`config.mk`:
```
export PLATFORM = sky130hd
export DESIGN_NAME = dmem_responder
export DESIGN_NICKNAME = d
export VERILOG_FILES = /design/src/rtl/dmem_pkg.sv /design/src/rtl/dmem_lane_align.sv /design/src/rtl/dmem_responder.sv
export SDC_FILE = /design/constraint.sdc
export NUM_CORES = 2
export LEC_CHECK = 0
export ABC_CLOCK_PERIOD_IN_PS = 20800
export BUFFER_PORTS_ARGS = -buffer_cell sky130_fd_sc_hd__buf_2
export CAP_MARGIN = 20
export CORE_ASPECT_RATIO = 1.2
export CORE_MARGIN = 2
export CORE_UTILIZATION = 47
export DETAILED_ROUTE_END_ITERATION = 10
export HOLD_SLACK_MARGIN = 0.06
export PLACE_DENSITY = 0.64
export SLEW_MARGIN = 20
export SYNTH_ARGS = -nofsm -noshare
export SYNTH_HDL_FRONTEND = slang
export SYNTH_SLANG_ARGS = --single-unit
```
`constraint.sdc`:
```
create_clock -name clk -period 20.8 [get_ports clk]
set_input_delay 4.16 -clock clk [delete_from_list [all_inputs] [get_ports clk]]
set_output_delay 4.16 -clock clk [all_outputs]
set_load 0.02 [all_outputs]
```
`src/rtl/dmem_pkg.sv`:
```
// Shared types and constants for the data-memory responder: FSM states,
// RV32I load/store width codes and the latched request record.
package dmem_pkg;

    localparam int unsigned XLEN      = 32;
    // Width of the address field in the latched request.
    // A responder built with a different DM_ADDRESS must also change this value.
    localparam int unsigned DM_ADDR_W = 9;

    typedef enum logic [1:0] {
        IDLE,
        WAIT,
        RESP
    } state_t;

    localparam logic [2:0] F3_B  = 3'b000;
    localparam logic [2:0] F3_H  = 3'b001;
    localparam logic [2:0] F3_W  = 3'b010;
    localparam logic [2:0] F3_BU = 3'b100;
    localparam logic [2:0] F3_HU = 3'b101;

    typedef struct packed {
        logic                 we;
        logic [DM_ADDR_W-1:0] addr;
        logic [XLEN-1:0]      wdata;
        logic [2:0]           func3;
    } dmem_req_t;

endpackage

```
`src/rtl/dmem_lane_align.sv`:
```
// Byte-lane steering for RV32I loads and stores: byte enables, store lane
// replication, load extraction with sign/zero extension, legality check.
module dmem_lane_align
    import dmem_pkg::*;
(
    input  logic            we_i,
    input  logic [2:0]      func3_i,
    input  logic [1:0]      lane_i,
    input  logic [XLEN-1:0] wdata_i,
    input  logic [XLEN-1:0] raw_i,
    output logic [3:0]      be_o,
    output logic [XLEN-1:0] st_word_o,
    output logic [XLEN-1:0] ld_val_o,
    output logic            illegal_o
);

    logic [7:0]  byte_sel;
    logic [15:0] half_sel;

    assign byte_sel = raw_i[{lane_i, 3'b000} +: 8];
    assign half_sel = lane_i[1] ? raw_i[31:16] : raw_i[15:0];

    always_comb begin
        // NOTE: every output gets a default first so no path leaves it unassigned (no latch).
        be_o      = 4'b0000;
        st_word_o = '0;
        ld_val_o  = '0;
        illegal_o = 1'b1;
        unique case (func3_i)
            F3_B: begin
                illegal_o = 1'b0;
                be_o      = 4'b0001 << lane_i;
                st_word_o = {4{wdata_i[7:0]}};
                ld_val_o  = {{24{byte_sel[7]}}, byte_sel};
            end
            F3_H: begin
                illegal_o = lane_i[0];
                be_o      = lane_i[1] ? 4'b1100 : 4'b0011;
                st_word_o = {2{wdata_i[15:0]}};
                ld_val_o  = {{16{half_sel[15]}}, half_sel};
            end
            F3_W: begin
                illegal_o = (lane_i != 2'b00);
                be_o      = 4'b1111;
                st_word_o = wdata_i;
                ld_val_o  = raw_i;
            end
            // Unsigned widths exist only for loads.
            F3_BU: begin
                illegal_o = we_i;
                ld_val_o  = {24'h0, byte_sel};
            end
            F3_HU: begin
                illegal_o = we_i | lane_i[0];
                ld_val_o  = {16'h0, half_sel};
            end
            default: ;
        endcase
    end

endmodule

```
`src/rtl/dmem_responder.sv`:
```
// Data-memory responder: byte-addressable word storage behind a req/ack
// handshake with a configurable number of wait states.
module dmem_responder
    import dmem_pkg::*;
#(
    parameter int unsigned DM_ADDRESS  = DM_ADDR_W,
    parameter int unsigned DATA_W      = XLEN,
    parameter int unsigned WAIT_CYCLES = 2
) (
    input  logic                  clk,
    input  logic                  reset,
    input  logic                  req,
    input  logic                  we,
    input  logic [DM_ADDRESS-1:0] addr,
    input  logic [DATA_W-1:0]     wdata,
    input  logic [2:0]            func3,
    output logic                  ack,
    output logic [DATA_W-1:0]     rdata,
    output logic                  err,
    output logic                  busy
);

    localparam int unsigned WORDS     = 2 ** (DM_ADDRESS - 2);
    localparam logic [3:0]  WAIT_INIT = (WAIT_CYCLES == 0) ? 4'd0 : 4'(WAIT_CYCLES - 1);

    state_t                  state_q, state_d;
    logic [3:0]              cnt_q, cnt_d;
    dmem_req_t               req_q, req_d, cur;
    logic [DATA_W-1:0]       rdata_q, rdata_d;
    logic                    err_q, err_d;
    logic                    access;
    logic [DM_ADDRESS-3:0]   word_idx;
    logic [DATA_W-1:0]       raw;
    logic [3:0]              be;
    logic [DATA_W-1:0]       st_word, ld_val;
    logic                    illegal;
    logic [DATA_W-1:0]       mem_q [WORDS];

    // In IDLE the live inputs are the request; afterwards the latched copy is.
    assign cur = (state_q == IDLE)
               ? '{we: we, addr: addr, wdata: wdata, func3: func3}
               : req_q;

    assign word_idx = cur.addr[DM_ADDRESS-1:2];
    assign raw      = mem_q[word_idx];

    dmem_lane_align u_align (
        .we_i      (cur.we),
        .func3_i   (cur.func3),
        .lane_i    (cur.addr[1:0]),
        .wdata_i   (cur.wdata),
        .raw_i     (raw),
        .be_o      (be),
        .st_word_o (st_word),
        .ld_val_o  (ld_val),
        .illegal_o (illegal)
    );

    always_comb begin
        // NOTE: combinational logic uses blocking '='; only clocked state takes '<='.
        state_d = state_q;
        cnt_d   = cnt_q;
        req_d   = req_q;
        rdata_d = rdata_q;
        err_d   = err_q;
        access  = 1'b0;
        unique case (state_q)
            IDLE: begin
                if (req) begin
                    req_d = cur;
                    if (illegal) begin
                        state_d = RESP;
                        err_d   = 1'b1;
                        rdata_d = '0;
                    end else if (WAIT_CYCLES == 0) begin
                        state_d = RESP;
                        access  = 1'b1;
                    end else begin
                        state_d = WAIT;
                        cnt_d   = WAIT_INIT;
                    end
                end
            end
            WAIT: begin
                if (cnt_q == 4'd0) begin
                    state_d = RESP;
                    access  = 1'b1;
                end else begin
                    cnt_d = cnt_q - 4'd1;
                end
            end
            RESP: begin
                state_d = IDLE;
                rdata_d = '0;
                err_d   = 1'b0;
            end
            default: state_d = IDLE;
        endcase
        if (access && !cur.we) begin
            rdata_d = ld_val;
            err_d   = 1'b0;
        end
    end

    always_ff @(posedge clk or negedge reset) begin
        if (!reset) begin
            state_q <= IDLE;
            cnt_q   <= 4'd0;
            req_q   <= '0;
            rdata_q <= '0;
            err_q   <= 1'b0;
        end else begin
            state_q <= state_d;
            cnt_q   <= cnt_d;
            req_q   <= req_d;
            rdata_q <= rdata_d;
            err_q   <= err_d;
        end
    end

    // NOTE: storage is deliberately not reset; gating on reset drops a store caught by reset.
    always_ff @(posedge clk) begin
        if (access && cur.we && reset) begin
            for (int b = 0; b < 4; b++) begin
                if (be[b]) mem_q[word_idx][8*b +: 8] <= st_word[8*b +: 8];
            end
        end
    end

    assign ack   = (state_q == RESP);
    assign busy  = (state_q != IDLE);
    assign rdata = rdata_q;
    assign err   = err_q;

endmodule

```
Yosys cells after proc, flatten, opt, wreduce, memory -nomap -nowiden
Memories as Yosys holds them, arrays and structs flattened. Index checks and enable logic that the tools add are counted.

Output and inout port bits: 35. Memories: 1. Memory bits (writable): 4096. Register bits after elaboration: 84. Input bits: 48. Word-level logic and storage cells: 77.

Memories: mem_q (depth 128, bits a word 32, read ports 1, clocked after memory_dff 0, write ports 1, RTL line dmem_responder.sv:37) `logic [DATA_W-1:0] mem_q [WORDS];`.

Muxes and demuxes: 37. Reduce and logical (&&, ||, !) cells: 15. Shifts and indexed selects: 2. Equality and inequality tests: 12. Add/subtract/negate cells: 1. Bitwise gates (word level): 1.

Operator list (number): $pmux W32 S5 (1); $mux W32 (3); $pmux W32 S3 (1); $pmux W32 S2 (1); $mux W45 (1); $shiftx A32 B6 Y8 (1); $mux W1 (17); $mux W16 (1); $mux W4 (4); $pmux W4 S3 (1); $ne A2 B2 Y1 const B (4); $pmux W4 S2 (1); $eq A3 B3 Y1 const B (2); $mux W2 (3); $ne A3 B2 Y1 const B (2); $reduce_bool A2 Y1 (3); $pmux W1 S5 (1); $logic_not A4 Y1 (1); $pmux W2 S2 (1); $reduce_and A2 Y1 (2); $reduce_and A4 Y1 (1); $shl A1 B2 Y4 const A (1); $sub A4 B1 Y4 const B (1); $eq A3 B1 Y1 const B (1); 11 further kinds (13).

Logic depth before layout (Yosys ltp)
Depth after elaboration: 8. Depth in mapped cells: 17. Depth with buffers taken out: 11.

Modules after synthesis
From an unflattened synthesis, not the netlist that was laid out.

Cells, all modules: 10149. Area, all modules: 161115.8 sq um.

Modules (own cells, without submodules): dmem_responder (times used 1, area each 159619.3 sq um, sequential area each 125100.0 sq um, cells each 9904); dmem_lane_align (times used 1, area each 1496.4 sq um, sequential area each 0.0 sq um, cells each 245).

Worst setup path after synthesis
No wires, ideal clock.

Kind: input -> register. From: input port func3[0]. To: memory mem_q[0][10] (netlist bit), data pin. Buffers on the path: 1. Stages on the path: 6. Setup slack: 11.183 ns. Setup time: 0.897 ns. Arrival time: 8.721 ns. Required time: 19.903 ns. Cells stage by stage: mux2i_1 -> nand2_1 -> clkbuf_1 -> nor2_1 -> nor2_1 -> o22ai_1.

Longest elaborated chain between the ends: 3. Elaborated cells between the ends (all ways): 5. Classes of those cells: eq/ne (2); mux (2); reduce/logical (1).

Ends and longest elaborated chain: from (decl) (RTL line dmem_responder.sv:16) `input logic [2:0] func3,`; $mux W45 (*) (RTL line dmem_responder.sv:41) `? '{we: we, addr: addr, wdata: wdata, func3: func3}`; $eq A3 B2 Y1 (tied with other cells) (RTL line dmem_lane_align.sv:29) `unique case (func3_i)`; $pmux W32 S3 (*) (RTL line dmem_lane_align.sv:29); via st_word[10] (RTL line dmem_responder.sv:35) `logic [DATA_W-1:0] st_word, ld_val;`; to (decl) (RTL line dmem_responder.sv:37).

Mark *: on every way through the listed nets, which the timed path passes. The rest lies on a longest branch.

Worst setup path after layout
From: input port addr[2]. To: register rdata_q[13], in the netlist rdata[13].

Longest elaborated chain between the ends: 5. Elaborated cells between the ends (all ways): 6. Classes of those cells: shift (1); mux (4); memory (1).

Ends and longest elaborated chain: from (decl) (RTL line dmem_responder.sv:14) `input logic [DM_ADDRESS-1:0] addr,`; $mux W45 (*) (RTL line dmem_responder.sv:41); $mem_v2 Z128 W32 (*); $shiftx A32 B6 Y8 or $mux W16 (tied branches) (RTL line dmem_lane_align.sv:20, dmem_lane_align.sv:21); $pmux W32 S5 (*) (RTL line dmem_lane_align.sv:29); $mux W32 (*) (RTL line dmem_responder.sv:99) `if (access && !cur.we) begin`; to (signal assigned) (RTL line dmem_responder.sv:116) `rdata_q <= rdata_d;`; to (decl) (RTL line dmem_responder.sv:29) `logic [DATA_W-1:0] rdata_q, rdata_d;`.

Every way passes the cells marked *; elsewhere a longest branch is shown, timed or not. A chain may end at the register's enable or synchronous reset.

==> flow_summary.ini <==
[run_status]
status = finished, final reports clean

[clocking]
h-tree-depth = 5
clock_latency_ps = 940
clock_sinks = 4180
ctsHoldBuffers = 0
cts_resized = 0
clock_path_buffers = 4
cts_tree = built
post_cts_buffers = 0
clk_pin_slew_ps = 60
ctsRootBufferMaster = clkbuf_16
cts_buffers = 397

[floorplanning]
num_io_pins = 83
num_rows = 231
die_y_um = 635
die_area_um2 = 337000
coreArea_um2 = 330000
die_width_um = 530
start_util_pct = 47.3

[timing]
slew_headroom_pct = 10.1
hold_viol = 0
rsz0062_at_grt = no
slew_violations = 0
fmax_mhz = 105
setup_tns_ps = 0
post-route-period-util_pct = 45.8
clock_skew_ps = 80.5
tightest_slew_ps = 1340
setup_viol = 0
min_period_ps = 9530

[pwr]
pwr-share-comb_pct = 33.3
pwr-share-clk_pct = 25.9
p_per_area_nw_per_um2 = 155
netSwitchingFraction_pct = 38.0
ir_drop_mv = 0.173
intPower_mw = 16.9
power_leakage_nw = 55.3
total_power_mw = 27.3
p_seq_share_pct = 40.8
switchingPower_mw = 10.4

[final_layout]
final_net_count = 9738
utilization_pct = 53.6
final_common_cell = edfxtp_1
nFillCells = 25900
area_growth_syn_to_layout_pct = 13.4
layout_common_cells = 4096 x edfxtp_1, 1407 x o22ai_1, 737 x nand2_1
multi_input_area_um2 = 28600
ff_latch_area_um2 = 125000
drive_above_1_share_pct = 13.9

[worst_hold_path]
hold_path_class = reg2reg
hp-start = req_q[14]

[critical_path]
arrival_ps = 10360
end_kind = register
startpoint_type = input port
critPathKind = in2reg
required_ps = 21640
r2r-start = state_q[1]
startpoint = addr[2]
crit_fanout = 106

[route]
vias_per_cell = 6.78
vias = 98100
drt_wl_total_um = 506000
drc = 0
drtPass1Iterations = 6
ant_nets = 0
wire_per_inst_um = 35.0
drtIter0Drc = 15100

[global_routing]
antenna_found_initial = 32
grt_pass1_vias = 95100
grt-ovfl-total = 0
grtUsageTotal_pct = 29.4
grt_max_degree = 129
grt_pass1_wl_um = 713000

[logic_synthesis]
ys_top_cells_by_area = edfxtp_1 79%, o22ai_1 5.7%, nand2_1 1.8%
syn_nets = 9429
ys_ff_latch = 4180
seq_area_frac_synth_pct = 80.2
synth_cell_types = 84
syn_area_per_cell_um2 = 16.6
synth_top_area_share_pct = 78.8
synth-edff-count = 4096
ys_async_sr_fraction_pct = 2.01
yosys_warnings = 0
syn_area_um2 = 156000
synth_flop_cell = edfxtp_1
postSynthCellCount = 9380
synth_largest_area_cell = edfxtp_1

[placed_design]
gp_congestion = 0.963
place_hpwl_um = 300000
portBuffers = 82

[run]
max_cap_violations = 0
## through the flow
stage	hold slack [ps]	worst slack, ps	instances	cell area [um2]
after floorplan	445	11180	9380	156000
after global placement	456	10550	13700	164000
after detailed placement	464	10610	13700	164000
after CTS	478	11500	14400	177000
after global routing	496	11190	14400	177000
final	480	11270	14500	177000
## synthesized netlist by cell type, types with 4 or more instances
cell / count
o22ai_1: 1426
o41a_1: 35
edfxtp_1: 4096
o31ai_1: 37
inv_1: 12
o31a_1: 23
o41ai_1: 246
o211ai_1: 6
mux2i_1: 111
o21ai_1: 9
o32a_1: 10
and3_1: 27
nor4_1: 38
a41oi_1: 49
a22oi_1: 63
o221ai_1: 297
nand2_1: 751
nor4b_1: 5
nand4_1: 12
a21oi_1: 78
o2111ai_1: 9
a31oi_1: 97
a31o_2: 4
a41o_1: 11
or4_1: 15
nand2b_1: 7
o32ai_1: 7
nor3_1: 381
or3_1: 6
nor2_1: 271
buf_6: 11
o21a_1: 9
buf_1: 80
a211oi_1: 6
buf_2: 330
dfrtp_1: 84
nand3_1: 149
buf_4: 43
a32oi_1: 48
a32o_1: 33
nand2_2: 4
o22a_1: 44
o21ai_0: 65
clkbuf_1: 274
## routing by layer
layer	part of all wire, %	routed length [um]	vias to the layer above	GRT usage (%)
met4	6.9	34900	26	17.4
met2	47	237000	6904	46.2
met1	35	177000	50100	37.6
met3	11	57500	1371	6.55
li1	-	-	39600	-
met5	0.035	175	-	0
## power groups by stage
stage	clock network, mW	registers, mW	logic, mW
2_1_floorplan	0	11.6	4.41
3_3_place_gp	0	11.3	8.55
3_5_place_dp	0	11.3	8.74
4_1_cts	7.11	11.2	8.76
5_1_grt	7.44	11.2	9.24
6_report	7.08	11.2	9.09
## logic make-up (layout without fill, tap and decap cells)
logic type               after synthesis  count (layout)  synth area share (%)
AO/OA/AOI/OAI                       2641            2641                  12.0
other                                  0              28                     0
buffers and inverters                751            1382                  2.23
flip-flops                          4180            4180                  80.2
adder cells (fa/ha/maj)                1               1               0.00802
multiplexers                         115             115                 0.750
AND/OR/NAND/NOR                     1690            1690                  4.79
XOR/XNOR                               2               2                0.0112
## area by class of cell
class | instances | area share [%]
Inverter | 13 | 0.0290
Sequential cell | 4180 | 70.7
Timing Repair Buffer | 648 | 2.83
Antenna cell | 28 | 0.0396
Tap cell | 4427 | 3.13
Clock buffer | 499 | 5.97
Clock inverter | 222 | 1.12
Multi-Input combinational cell | 4449 | 16.2
## state kept, by name (all words and copies together) (netlist names)
register,count
req_q,45
cnt_q,4
state_q,2
err,1
mem_q,4096
rdata,32
## worst paths after layout
check | end | slack (ps) | cells after the start
setup / recovery | rdata[13] | 11270 | 15
hold / removal | req_q[14] | 480 | 2
setup reg to reg | rdata[13] | 13230 | 16
hold reg to reg | req_q[14] | 480 | 2
max in group asynchronous | rdata[16] | 16410 | 2
min in group asynchronous | req_q[21] | 3080 | 1
## critical path, cell delays in order
cell and delay [ps]:
buf_2 160, mux2i_4 90, buf_4 310, buf_4 400, nand2_8 500, buf_4 690, buf_12 530, buf_4 720
o22ai_1 170, o41ai_1 590, a41oi_1 360, or4_1 740, o22ai_1 310, a21oi_1 60, o21ai_1 90
Power figures use the tool's default switching activity.
